$ cat src/rtl/mux_2x1_mpc_pkg.sv
// mux_2x1_mpc_pkg: shared select encodings, default sizes and counter type for mux_2x1_mpc
package mux_2x1_mpc_pkg;
  localparam logic SEL_I0 = 1'b0;
  localparam logic SEL_I1 = 1'b1;
  localparam int DEF_WIDTH = 1;
  localparam int DEF_CNT_W = 8;
  typedef logic [DEF_CNT_W-1:0] cnt_t;
endpackage

$ cat src/rtl/mux_2x1_mpc_sat_cnt.sv
// mux_2x1_mpc_sat_cnt: saturating up-counter; clk, rst (async high), inc_i (count enable), cnt_o (count, sticks at all-ones)
module mux_2x1_mpc_sat_cnt
  import mux_2x1_mpc_pkg::*;
#(
  parameter int W = $bits(cnt_t)
) (
  input  logic         clk,
  input  logic         rst,
  input  logic         inc_i,
  output logic [W-1:0] cnt_o
);
  logic [W-1:0] cnt_q, cnt_d;
  assign cnt_d = (inc_i && cnt_q != '1) ? cnt_q + W'(1) : cnt_q;
  always_ff @(posedge clk or posedge rst)
    if (rst) cnt_q <= '0;
    else     cnt_q <= cnt_d;
  assign cnt_o = cnt_q;
endmodule

$ cat src/rtl/mux_2x1_mpc.sv
// mux_2x1_mpc: 2:1 datapath selector with registered copy and saturating selection counters
// Ports: clk, rst (async high); i0/i1 data, select (0->i0, 1->i1), en capture enable;
//        y combinational result, y_q/y_q_valid registered result, sel0_cnt/sel1_cnt selection stats;
//        err_sticky self-check flag only when MUX_2X1_MPC_CHECK_EN is defined.
module mux_2x1_mpc
  import mux_2x1_mpc_pkg::*;
#(
  parameter int WIDTH = DEF_WIDTH,
  parameter int CNT_W = DEF_CNT_W
) (
  input  logic             clk,
  input  logic             rst,
  input  logic [WIDTH-1:0] i0,
  input  logic [WIDTH-1:0] i1,
  input  logic             select,
  input  logic             en,
  output logic [WIDTH-1:0] y,
  output logic [WIDTH-1:0] y_q,
  output logic             y_q_valid,
  output logic [CNT_W-1:0] sel0_cnt,
`ifdef MUX_2X1_MPC_CHECK_EN
  output logic [CNT_W-1:0] sel1_cnt,
  output logic             err_sticky
`else
  output logic [CNT_W-1:0] sel1_cnt
`endif
);
  logic [WIDTH-1:0] y_d;
  logic             valid_d;
  assign y = select ? i1 : i0;
  assign y_d = en ? y : y_q;
  assign valid_d = en;
  always_ff @(posedge clk or posedge rst)
    if (rst) begin
      y_q       <= '0;
      y_q_valid <= 1'b0;
    end else begin
      y_q       <= y_d;
      y_q_valid <= valid_d;
    end
  mux_2x1_mpc_sat_cnt #(.W(CNT_W)) u_sel0_cnt (
    .clk  (clk),
    .rst  (rst),
    .inc_i(en && select == SEL_I0),
    .cnt_o(sel0_cnt)
  );
  mux_2x1_mpc_sat_cnt #(.W(CNT_W)) u_sel1_cnt (
    .clk  (clk),
    .rst  (rst),
    .inc_i(en && select == SEL_I1),
    .cnt_o(sel1_cnt)
  );
`ifdef MUX_2X1_MPC_CHECK_EN
  // Reference built from and/or masking so it does not share the ternary that drives y_q.
  logic [WIDTH-1:0] exp_q, exp_d;
  logic             err_d;
  assign exp_d = (i0 & ~{WIDTH{select}}) | (i1 & {WIDTH{select}});
  assign err_d = err_sticky | (y_q_valid && y_q != exp_q);
  always_ff @(posedge clk or posedge rst)
    if (rst) begin
      exp_q      <= '0;
      err_sticky <= 1'b0;
    end else begin
      exp_q      <= en ? exp_d : exp_q;
      err_sticky <= err_d;
    end
`endif
endmodule

$ cat config.mk
export PLATFORM = sky130hd
export DESIGN_NAME = mux_2x1_mpc
export DESIGN_NICKNAME = d
export VERILOG_FILES = /design/src/rtl/mux_2x1_mpc_pkg.sv /design/src/rtl/mux_2x1_mpc_sat_cnt.sv /design/src/rtl/mux_2x1_mpc.sv
export SDC_FILE = /design/constraint.sdc
export NUM_CORES = 1
export LEC_CHECK = 0
export CAP_MARGIN = 20
export CORE_MARGIN = 2
export CORE_UTILIZATION = 40
export DETAILED_ROUTE_END_ITERATION = 16
export PLACE_DENSITY = 0.79
export SYNTH_ARGS = -nofsm -noshare
export SYNTH_HDL_FRONTEND = slang
export SYNTH_HIERARCHICAL = 1
export SYNTH_SLANG_ARGS = --single-unit
$ cat constraint.sdc
create_clock -name clk -period 1.9 [get_ports clk]
set_input_delay 0.38 -clock clk [delete_from_list [all_inputs] [get_ports clk]]
set_output_delay 0.38 -clock clk [all_outputs]
set_load 0.05 [all_outputs]
==> results by group <==
Routing
  – Number of vias per cell: 5.44
  – Iteration-0 DRC Markers: 4
  – 1st-pass router iterations: 4
  – Wirelength, routed: 2000 um
  – Routed Antenna Nets: 0
  – Total number of vias: 773
  – Wire per inst: 14.0 um
  – # DRC: 0

Yosys
  – Synth top cells by count: dfrtp_1, nand2_1, mux2_1, nand3_1, nand4_1
  – Post-synth top area cell: dfrtp_1
  – Number of synthesized register bits: 18
  – Yosys warning total: 6
  – Synthesized net count: 91
  – Top-count cell post-synth: dfrtp_1
  – Number of enable flip-flop cells after synthesis: 0
  – Top FF cell, synth: dfrtp_1
  – Share of the synthesized area in the top cell type: 0.480
  – Synth Cell Area: 938 um^2
  – Yosys cell types: 22
  – Cells after Synth: 83
  – Syn Area/Cell: 11.3 um^2
  – Ys async rst share: 1.00
  – Register area share after synthesis: 0.480
  – Largest cells by area after synthesis: dfrtp_1, mux2_1, nand4_4

Pwr
  – Int Power: 0.958 mW
  – Pleak: 0.528 nW
  – Pwr Total: 1.96 mW
  – Comb pwr share: 0.502
  – Switching Fraction: 0.512
  – Flop pwr share: 0.382
  – Sw Pwr: 1.00 mW
  – Pwr Density: 1600 nW/um^2
  – Clock share of power: 0.116
  – Worst VDD drop: 1.14 mV

STA
  – Worst Max-Slew Pin Slew: 502 ps
  – Fin crit share: 0.984
  – Worst hold slack: 300 ps
  – Maximum clock rate: 535 MHz
  – Final Slew Violations: 0
  – Final setup viols: 0
  – Relative slew margins: 0.664
  – Tmin final: 1870 ps
  – Clk_skew: 1.27 ps
  – RSZ-0062 raised after global routing: no
  – Final Hold Violating Endpoints: 0

Place
  – DP Wirelength: 1610 um
  – Routability-driven placement congestion ratio: 0.755
  – Port bufs: 24
  – Cells after DPL: 138

Clocking
  – Postcts setup bufs: 0
  – Post-CTS Hold Buffers: 0
  – Skew-Pair Late Insertion Delay: 280 ps
  – Clock Tree Buf Depth: 2
  – Num Clock Sinks: 18
  – Clock slew at reported path FFs: 100 ps
  – CTS buffer count: 3
  – CTS H-tree lvls: 1
  – CTS resizes: 0
  – Root Buffer: clkbuf_4
  – CTS tree: yes

Global routing
  – Vias in the first global route: 790
  – First-pass GRT wire length: 3510 um
  – Largest net degree at the start of global routing: 11
  – GRT overflow: 0
  – Initial antenna violation count: 0
  – Tot GR Track Use: 0.172

Floorplan
  – Core Rows: 17
  – Die Area: 2750 um^2
  – CORE AREA: 2210 um^2
  – Initial core utilization: 0.424
  – Die X: 52.4 um
  – Top-level I/O count: 25
  – Die Y: 52.4 um

Final layout
  – Share of post-route cells with drive strength above 1: 0.298
  – Ant. Diodes: 0
  – Layout area overhead: 31.1%
  – Nets@finish: 123
  – Fin util: 0.556
  – Final non-filler cell total: 142

Critical path
  – Crit Path Category: register to primary output
  – Family with the most delay on the worst path: buffers and inverters
  – CP Launch Type: register
  – Crit end category: primary output
  – Worst path bufs/invs: 1
  – CP Data Required Time: 1520 ps
  – CP cell instances: clkdlybuf4s50_1
  – CP Max Fanout: 2
  – CP max-delay cell: clkdlybuf4s50_1
  – FF-to-FF setup slack: 310 ps
  – Data arrival, critical path: 1490 ps
  – CP max stage delay: 820 ps

Min path
  – Min-Delay Path Class: input port to asynchronous set/reset pin

Job
  – Max Cap Viol: 0

Run status
  – Status: complete, no violations
power by group through the flow:
stage	registers, mW	logic [mW]	clock network [mW]
after floorplan	1.16	0.257	0
after global placement	0.741	0.973	0
after detailed placement	0.753	0.994	0
after CTS	0.748	0.995	0.237
after global routing	0.786	1.05	0.254
final	0.749	0.985	0.229
kinds of logic (layout without fill, tap and decap cells):
family | Yosys count | count (layout) | share of synthesized area
mux | 10 | 10 | 0.128
buf+inv | 3 | 34 | 0.0120
compound gates | 16 | 16 | 0.131
simple gates | 32 | 32 | 0.204
xor+xnor | 2 | 2 | 0.0187
fa+ha+maj | 2 | 2 | 0.0267
flops | 18 | 18 | 0.480
final timing paths:
check / from / end / depth (start not counted)
max: y_q / y_q / 1
min: rst / y_q / 2
max reg2reg: u_sel0_cnt/cnt_o[0] / u_sel0_cnt/cnt_o[1] / 4
min reg2reg: u_sel0_cnt/cnt_o[6] / u_sel0_cnt/cnt_o[6] / 1
max in group asynchronous: rst / u_sel1_cnt/cnt_o[7] / 2
min in group clk: u_sel0_cnt/cnt_o[6] / u_sel0_cnt/cnt_o[6] / 1
metal layers:
layer | share of wire | track usage | vias up
met5 | 0 | 0 | -
met4 | 0.017 | 0.0726 | 0
met3 | 0.043 | 0.0257 | 4
met2 | 0.53 | 0.302 | 21
met1 | 0.41 | 0.206 | 376
li1 | - | - | 372
stage by stage:
stage,area [um^2],setup TNS [ps],worst slack (ps)
3_3_place_gp,1190,0,46.2
3_5_place_dp,1190,-25.3,-25.3
5_1_grt,1230,0,3.79
2_1_floorplan,938,0,79.3
4_1_cts,1230,0,28.8
6_report,1230,0,30.1
cell usage in the layout (no fill, tap or decap), types with 3 or more instances in the layout:
master and count:
buf_4 20, clkbuf_4 3, clkdlybuf4s50_1 7, dfrtp_1 18, inv_1 3, mux2_1 6
nand2_1 8, nand3_1 6, nand4_1 6, nor2_1 4, nor3_1 4, o21bai_1 4
cell type report:
type                       count  area (um^2)
inverter                       3         11.3
timing repair buffer          27          220
multi-input combinational     62          477
tap                           28         35.0
sequential                    18          450
fill                         225          982
clock buffer                   4         36.3
state kept, by name, indices dropped and copies added, names as in the netlist:
name              flops
y_q                   1
u_sel1_cnt/cnt_o      8
y_q_valid             1
u_sel0_cnt/cnt_o      8
Power figures use the tool's default switching activity.
